==> src/rtl/hilo_muldiv_controller.sv <==
// hilo_muldiv_controller
//    Multi-cycle multiply/divide sequencer between the EX stage and the
//    64-bit Hi/Lo register.  One operation is in flight at a time.  The
//    result is built one bit per cycle.  It then goes out as a single-cycle
//    write strobe carrying {Hi,Lo}.
//
// Ports
//    Clock          in   system clock, rising edge
//    Reset          in   synchronous active-low reset
//    Start          in   operation request, sampled only in IDLE
//    Op             in   0 MULT 1 MULTU 2 DIV 3 DIVU 4 MADD 5 MSUB 6 MTHI 7 MTLO
//    A              in   rs operand (multiplicand / dividend / MTHI-MTLO source)
//    B              in   rt operand (multiplier / divisor)
//    HiLoIn         in   current Hi/Lo register contents
//    Busy           out  operation in progress (stall Hi/Lo readers)
//    HiLoWrite      out  one-cycle write enable to Hi/Lo
//    HiLoWriteData  out  {Hi,Lo} value, valid while HiLoWrite=1
//    Done           out  one-cycle pulse coincident with HiLoWrite
module hilo_muldiv_controller #(
   parameter int WIDTH = 32,
   parameter int ITER  = 32
) (
   input  logic                 Clock,
   input  logic                 Reset,
   input  logic                 Start,
   input  logic [2:0]           Op,
   input  logic [WIDTH-1:0]     A,
   input  logic [WIDTH-1:0]     B,
   input  logic [2*WIDTH-1:0]   HiLoIn,
   output logic                 Busy,
   output logic                 HiLoWrite,
   output logic [2*WIDTH-1:0]   HiLoWriteData,
   output logic                 Done
);

   localparam int CW = $clog2(ITER + 1);
   localparam logic [CW-1:0] CNT_ONE  = CW'(1);
   localparam logic [CW-1:0] CNT_LAST = CW'(ITER - 1);

   localparam logic [2:0] OP_MULT  = 3'd0;
   localparam logic [2:0] OP_MULTU = 3'd1;
   localparam logic [2:0] OP_DIV   = 3'd2;
   localparam logic [2:0] OP_DIVU  = 3'd3;
   localparam logic [2:0] OP_MADD  = 3'd4;
   localparam logic [2:0] OP_MSUB  = 3'd5;
   localparam logic [2:0] OP_MTHI  = 3'd6;
   localparam logic [2:0] OP_MTLO  = 3'd7;

   typedef enum logic [2:0] {
      ST_IDLE  = 3'd0,
      ST_MUL   = 3'd1,
      ST_DIV   = 3'd2,
      ST_FIX   = 3'd3,
      ST_WRITE = 3'd4
   } state_t;

   // Two's-complement negate of an operand-width value when en is set.
   function automatic logic [WIDTH-1:0] neg_w(input logic [WIDTH-1:0] v, input logic en);
      return en ? ({WIDTH{1'b0}} - v) : v;
   endfunction

   // Two's-complement negate of a double-width value when en is set.
   function automatic logic [2*WIDTH-1:0] neg_d(input logic [2*WIDTH-1:0] v, input logic en);
      return en ? ({(2*WIDTH){1'b0}} - v) : v;
   endfunction

   state_t               state_r, next_state_s;
   logic [CW-1:0]        cnt_r;
   logic [2:0]           op_r;
   logic [WIDTH-1:0]     a_raw_r;     // unmodified dividend, needed for divide-by-zero
   logic [WIDTH-1:0]     a_r;         // multiplicand magnitude
   logic [WIDTH-1:0]     b_r;         // divisor magnitude
   logic                 neg_q_r;     // product / quotient sign
   logic                 neg_r_r;     // remainder sign (follows dividend)
   logic [2*WIDTH-1:0]   hilo_in_r;
   logic [2*WIDTH-1:0]   prod_r;      // upper half accumulates, lower half holds unused multiplier bits
   logic [WIDTH-1:0]     rem_r;
   logic [WIDTH-1:0]     quo_r;       // starts as dividend, shifts out as quotient shifts in
   logic [2*WIDTH-1:0]   data_r;
   logic                 busy_r, write_r, done_r;

   logic                 signed_op_s, a_neg_s, b_neg_s;
   logic [WIDTH-1:0]     a_mag_s, b_mag_s;
   logic [2*WIDTH-1:0]   mt_data_s;
   logic [WIDTH:0]       mul_sum_s;
   logic [2*WIDTH-1:0]   mul_next_s;
   logic [WIDTH:0]       div_shift_s;
   logic                 div_ge_s;
   logic [WIDTH-1:0]     div_diff_s;
   logic [2*WIDTH-1:0]   prod_fix_s;
   logic [2*WIDTH-1:0]   fix_data_s;

   assign Busy          = busy_r;
   assign HiLoWrite     = write_r;
   assign HiLoWriteData = data_r;
   assign Done          = done_r;

   // Operand capture: sign/magnitude split and MTHI/MTLO merge.
   always_comb begin
      signed_op_s = (Op == OP_MULT) || (Op == OP_DIV) || (Op == OP_MADD) || (Op == OP_MSUB);
      a_neg_s     = signed_op_s & A[WIDTH-1];
      b_neg_s     = signed_op_s & B[WIDTH-1];
      a_mag_s     = neg_w(A, a_neg_s);
      b_mag_s     = neg_w(B, b_neg_s);
      if (Op == OP_MTHI) begin
         mt_data_s = {A, HiLoIn[WIDTH-1:0]};
      end else begin
         mt_data_s = {HiLoIn[2*WIDTH-1:WIDTH], A};
      end
   end

   // One shift-add multiply step and one restoring divide step.
   always_comb begin
      mul_sum_s   = {1'b0, prod_r[2*WIDTH-1:WIDTH]} +
                    (prod_r[0] ? {1'b0, a_r} : {(WIDTH+1){1'b0}});
      mul_next_s  = {mul_sum_s, prod_r[WIDTH-1:1]};
      div_shift_s = {rem_r, quo_r[WIDTH-1]};
      div_ge_s    = (div_shift_s >= {1'b0, b_r});
      // The remainder after a successful subtract is below the divisor, so
      // the low WIDTH bits of the difference are exact.
      div_diff_s  = div_shift_s[WIDTH-1:0] - b_r;
   end

   // Sign correction and accumulate, producing the final {Hi,Lo}.
   always_comb begin
      prod_fix_s = neg_d(prod_r, neg_q_r);
      case (op_r)
         OP_MADD: fix_data_s = hilo_in_r + prod_fix_s;
         OP_MSUB: fix_data_s = hilo_in_r - prod_fix_s;
         OP_DIV, OP_DIVU: begin
            if (b_r == {WIDTH{1'b0}}) begin
               fix_data_s = {a_raw_r, {WIDTH{1'b1}}};
            end else begin
               fix_data_s = {neg_w(rem_r, neg_r_r), neg_w(quo_r, neg_q_r)};
            end
         end
         default: fix_data_s = prod_fix_s;
      endcase
   end

   // Next-state selection.
   always_comb begin
      next_state_s = state_r;
      case (state_r)
         ST_IDLE: begin
            if (Start) begin
               case (Op)
                  OP_MULT, OP_MULTU, OP_MADD, OP_MSUB: next_state_s = ST_MUL;
                  OP_DIV, OP_DIVU:                     next_state_s = ST_DIV;
                  OP_MTHI, OP_MTLO:                    next_state_s = ST_WRITE;
                  default:                             next_state_s = ST_IDLE;
               endcase
            end else begin
               next_state_s = ST_IDLE;
            end
         end
         ST_MUL: begin
            if (cnt_r == CNT_LAST) begin
               next_state_s = ST_FIX;
            end else begin
               next_state_s = ST_MUL;
            end
         end
         ST_DIV: begin
            if (cnt_r == CNT_LAST) begin
               next_state_s = ST_FIX;
            end else begin
               next_state_s = ST_DIV;
            end
         end
         ST_FIX:   next_state_s = ST_WRITE;
         ST_WRITE: next_state_s = ST_IDLE;
         default:  next_state_s = ST_IDLE;
      endcase
   end

   // State, registered outputs and datapath registers.
   always_ff @(posedge Clock) begin
      if (!Reset) begin
         state_r   <= ST_IDLE;
         cnt_r     <= {CW{1'b0}};
         op_r      <= 3'd0;
         a_raw_r   <= {WIDTH{1'b0}};
         a_r       <= {WIDTH{1'b0}};
         b_r       <= {WIDTH{1'b0}};
         neg_q_r   <= 1'b0;
         neg_r_r   <= 1'b0;
         hilo_in_r <= {(2*WIDTH){1'b0}};
         prod_r    <= {(2*WIDTH){1'b0}};
         rem_r     <= {WIDTH{1'b0}};
         quo_r     <= {WIDTH{1'b0}};
         data_r    <= {(2*WIDTH){1'b0}};
         busy_r    <= 1'b0;
         write_r   <= 1'b0;
         done_r    <= 1'b0;
      end else begin
         state_r <= next_state_s;
         // Outputs are decoded from the next state so they line up with it.
         busy_r  <= (next_state_s != ST_IDLE);
         write_r <= (next_state_s == ST_WRITE);
         done_r  <= (next_state_s == ST_WRITE);
         case (state_r)
            ST_IDLE: begin
               if (Start) begin
                  op_r      <= Op;
                  a_raw_r   <= A;
                  a_r       <= a_mag_s;
                  b_r       <= b_mag_s;
                  neg_q_r   <= a_neg_s ^ b_neg_s;
                  neg_r_r   <= a_neg_s;
                  hilo_in_r <= HiLoIn;
                  cnt_r     <= {CW{1'b0}};
                  prod_r    <= {{WIDTH{1'b0}}, b_mag_s};
                  rem_r     <= {WIDTH{1'b0}};
                  quo_r     <= a_mag_s;
                  if ((Op == OP_MTHI) || (Op == OP_MTLO)) begin
                     data_r <= mt_data_s;
                  end
               end
            end
            ST_MUL: begin
               prod_r <= mul_next_s;
               cnt_r  <= cnt_r + CNT_ONE;
            end
            ST_DIV: begin
               rem_r  <= div_ge_s ? div_diff_s : div_shift_s[WIDTH-1:0];
               quo_r  <= {quo_r[WIDTH-2:0], div_ge_s};
               cnt_r  <= cnt_r + CNT_ONE;
            end
            ST_FIX: begin
               data_r <= fix_data_s;
            end
            default: begin
            end
         endcase
      end
   end

endmodule

==> config.mk <==
export PLATFORM = sky130hd
export DESIGN_NAME = hilo_muldiv_controller
export DESIGN_NICKNAME = d
export VERILOG_FILES = /design/src/rtl/hilo_muldiv_controller.sv
export SDC_FILE = /design/constraint.sdc
export NUM_CORES = 2
export LEC_CHECK = 0
export CAP_MARGIN = 30
export CORE_MARGIN = 2
export CORE_UTILIZATION = 55
export DETAILED_ROUTE_END_ITERATION = 12
export PLACE_DENSITY = 0.77
export SKIP_LAST_GASP = 1
export SLEW_MARGIN = 20
export SYNTH_ARGS = -nofsm -noshare
export SYNTH_HDL_FRONTEND = slang
export SYNTH_SLANG_ARGS = --single-unit
==> constraint.sdc <==
create_clock -name Clock -period 7.25 [get_ports Clock]
set_input_delay 1.8125 -clock Clock [delete_from_list [all_inputs] [get_ports Clock]]
set_output_delay 1.8125 -clock Clock [all_outputs]
set_load 0.05 [all_outputs]
==> run_results.csv <==
group,metric,value,unit
outcome,status,"finished, final reports clean",
critical_path,crit-reg2reg-capture,"HiLoWriteData[63]",
sta,finClkSkew,0.0127,ns
power,power_frac_comb,35.1,%
final_layout,utilization,63.8,%
clock_network,cts_num_sinks,367,
power,p_total,7.08,mW
route,vias_per_cell,6.59,
global_routing,overflow,0,
clock_network,post_cts_buffers,0,
critical_path,worstSetupPathType,"flop to flop",
sta,period_needed,6.94,ns
power,p_int,4.43,mW
critical_path,rr_startpoint,"prod_r[1]",
placed_design,dp_hpwl,91300,microns
global_routing,first_global_vias,28600,
synthesis,synth_top_cell_by_area,"dfxtp_1",
clock_network,ctsHoldBuffers,0,
placed_design,io_buffers,200,
synthesis,synth.distinct_cells,100,
final_layout,area_growth,14.2,%
clock_network,clockBufferDepth,3,
route,antenna_left,0,
synthesis,syn_nets,4338,
clock_network,clk_latency,0.59,ns
sta,fin_hold_ws,0.461,ns
sta,worst_slew_pin_slew,1.01,ns
floorplan,fp.dieArea,56800,sq um
synthesis,ys_async_sr_fraction,0,%
route,route.vias.total,32100,
critical_path,cpLargestDelayFamily,"simple AND/OR/NAND/NOR gates",
synthesis,synth_top_cell_area_share,24.3,%
power,power_density,205,nW/um^2
sta,setup_violations,0,
sta,rsz0062_at_grt,"no",
critical_path,end_kind,"flop",
floorplan,fp.coreArea,54000,sq um
synthesis,yosys_warnings,0,
floorplan,io_pins,201,
worst_hold_path,hold_depth,2,
clock_network,cts_tree,"built",
worst_hold_path,min_from,"a_r[21]",
synthesis,ys_top_cells_by_area,"dfxtp_1 24%, nand2_1 7.8%, ha_1 5.6%",
critical_path,crit_slowest_cell,"or4_1",
critical_path,r2r_slack,0.31,ns
global_routing,grt_pass1_wl,180000,microns
global_routing,grt_usage,41.7,%
critical_path,critPathRequiredTime,7.76,ns
power,leakage,14.0,nW
floorplan,die_w,238,microns
power,netSwitchingPower,2.65,mW
synthesis,synth_ff_type,"dfxtp_1",
route,drtPass1Iterations,6,
synthesis,postSynthAreaPerCell,7.42,sq um
sta,fmax,0.144,GHz
clock_network,cts-root-buf,"clkbuf_16",
critical_path,worst_ep_arrival_time,7.44,ns
power,clockPowerShare,32.5,%
sta,post-route-period-util,95.7,%
sta,finalHoldViolCount,0,
flow_run,maxCapViolations,0,
global_routing,grt_max_degree,163,
synthesis,synthCells,4067,
global_routing,antenna_found_initial,7,
final_layout,post-route-cell-area,34500,sq um
critical_path,slowest_delay,0.62,ns
critical_path,reg2regPathDepth,23,
power,seq_power_share,32.4,%
worst_hold_path,hold_path.class,"flop to flop",
placed_design,post_dp_cell_area,32900,sq um
clock_network,cts_buffers,42,
critical_path,crit_path_frequent_cell,"or4_1",
synthesis,synth_edf_count,0,
critical_path,cp_num_cells,23,
route,drt_iter0_markers,3944,
floorplan,die_y,238,microns
final_layout,post_route_cells_drive_above_1_share,6.62,%
worst_hold_path,min_to,"a_r[21]",
power,ir_drop,0.000147,V
floorplan,rows,85,
critical_path,cp_max_fo,7,
critical_path,cp_cell_sequence,"buf_4 > or4_4 > nor4_2 > o2111ai_1 > a2111oi_4 > o2111ai_1 > or2_2 > nor3_4 > and3_4 > a21oi_1 > xnor2_1 > ha_1 > nand2_1 > or4_1 > or4_1 > a211oi_2 > o21ai_2 > o31ai_4 > a31oi_4 > o21bai_2 > a31oi_1 > or4_1 > o211ai_1",
floorplan,start_util,55.8,%
sta,finalMaxSlewViolations,0,
placed_design,dpl.cell_count,4788,
critical_path,critPathLaunchType,"flop",
clock_network,h-tree-depth,2,
sta,slew_headroom,32.6,%
synthesis,synth_seq_area_share,24.3,%
power,p_sw_share,37.5,%
critical_path,critical_path_buf_inv_count,1,
final_layout,finalNetCount,4410,
clock_network,path_clk_slew,0.06,ns
final_layout,fillerInstances,4873,
synthesis,ys_seq_elements,367,
placed_design,gp_congestion,1.04,
route,wl_per_cell,25.0,microns
route,routed_wl,122000,microns
final_layout,final_cells,4871,
synthesis,syn_area,30200,sq um
route,drc,0,
==> logic make-up after synthesis <==
family,synth area share [%]
AOI/OAI and AO/OA,29.5
xor gates and xnor gates,10.2
adders and majority gates,5.76
buffers and inverters,4.86
DFF,24.3
muxes,3.33
and+or+nand+nor,22.0
==> cells in the final DEF, fill, tap and decap left out, drive strengths merged, types with 30 or more instances in the layout <==
| cell | n |
|---|---|
| o211ai | 54 |
| nand4 | 42 |
| or4 | 35 |
| xor2 | 177 |
| ha | 134 |
| clkdlybuf4s50 | 199 |
| a211oi | 36 |
| a21o | 83 |
| o22ai | 44 |
| nand2b | 30 |
| o41ai | 33 |
| a31oi | 39 |
| nor3 | 51 |
| a21oi | 279 |
| dfxtp | 367 |
| nand3 | 57 |
| nor2 | 248 |
| a22oi | 72 |
| and2 | 65 |
| xnor2 | 171 |
| inv | 96 |
| nor2b | 56 |
| a21boi | 219 |
| mux2i | 97 |
| o21ai | 284 |
| clkbuf | 58 |
| nor4 | 48 |
| buf | 111 |
| nand2 | 632 |
| o31ai | 48 |
| and3 | 34 |
==> power by group through the flow <==
stage | logic (mW) | clock network [mW] | registers [mW]
global route | 2.64 | 2.38 | 2.30
CTS | 2.38 | 2.31 | 2.29
floorplan | 1.58 | 0 | 2.32
finish | 2.48 | 2.30 | 2.29
global placement | 2.36 | 0 | 2.33
detailed placement | 2.37 | 0 | 2.33
==> per-layer routing <==
| layer | track usage, % | vias to the layer above | share of wire (%) |
|---|---|---|---|
| met5 | 0 | - | 0.033 |
| met4 | 23.9 | 6 | 6.4 |
| met3 | 10.7 | 366 | 12 |
| met2 | 59.6 | 1945 | 40 |
| met1 | 56.7 | 15000 | 41 |
| li1 | - | 14800 | - |
==> state kept, by name (all words and copies together) (netlist names) <==
signal         flops
Busy               1
hilo_in_r         64
neg_q_r            1
a_raw_r           32
b_r               32
rem_r             32
quo_r             32
cnt_r              6
state_r            3
HiLoWriteData     64
prod_r            64
Done               1
op_r               3
neg_r_r            1
a_r               31
==> what timing repair did <==
| item | 4_1_cts | 5_1_grt |
|---|---|---|
| pin swaps | 0 | 3 |
| gates resized for setup | 3 | 13 |
| endpoints found under the setup margin | 3 | 8 |
==> cells in the mapped netlist (65+ instances only) <==
cell / count
nand2_1: 631
dfxtp_1: 367
o21ai_0: 281
a21oi_1: 279
nor2_1: 248
clkbuf_1: 243
a21boi_0: 218
xor2_1: 176
xnor2_1: 171
ha_1: 134
mux2i_1: 97
inv_1: 94
a21o_1: 83
a22oi_1: 72
and2_1: 65
==> how the worst max path moves through the flow <==
stage	startpoint	to	slack (ns)
floorplan	prod_r[0]	HiLoWriteData[63]	0.05
global placement	prod_r[0]	HiLoWriteData[63]	0.004
detailed placement	prod_r[1]	HiLoWriteData[63]	-0.14
CTS	prod_r[1]	HiLoWriteData[63]	0.01
global route	prod_r[1]	HiLoWriteData[63]	0.003
finish	prod_r[1]	HiLoWriteData[63]	0.31
==> tightest hold or removal path: stages (launching register included) <==
cell      delay, ns
dfxtp_1        0.30
nand2_1        0.04
a21boi_0       0.06
==> final cells by class <==
type / instances / area (sq um) / share of cell area [%]
diodes: 5 / 12.5 / 0.0363
clock buffers: 57 / 1200 / 3.48
clock inverters: 18 / 253 / 0.734
inverters: 96 / 360 / 1.05
multi-input cells: 3320 / 21500 / 62.4
flip-flops and latches: 367 / 7360 / 21.4
well taps: 696 / 871 / 2.53
repair buffers: 312 / 2890 / 8.38
==> stage by stage <==
step	worst slack (ns)	setup TNS [ns]
floorplan	0.0522	0
global placement	0.00449	0
detailed placement	-0.142	-0.198
CTS	0.0115	0
global route	0.00314	0
finish	0.311	0
(Power assumes the default switching activity.)
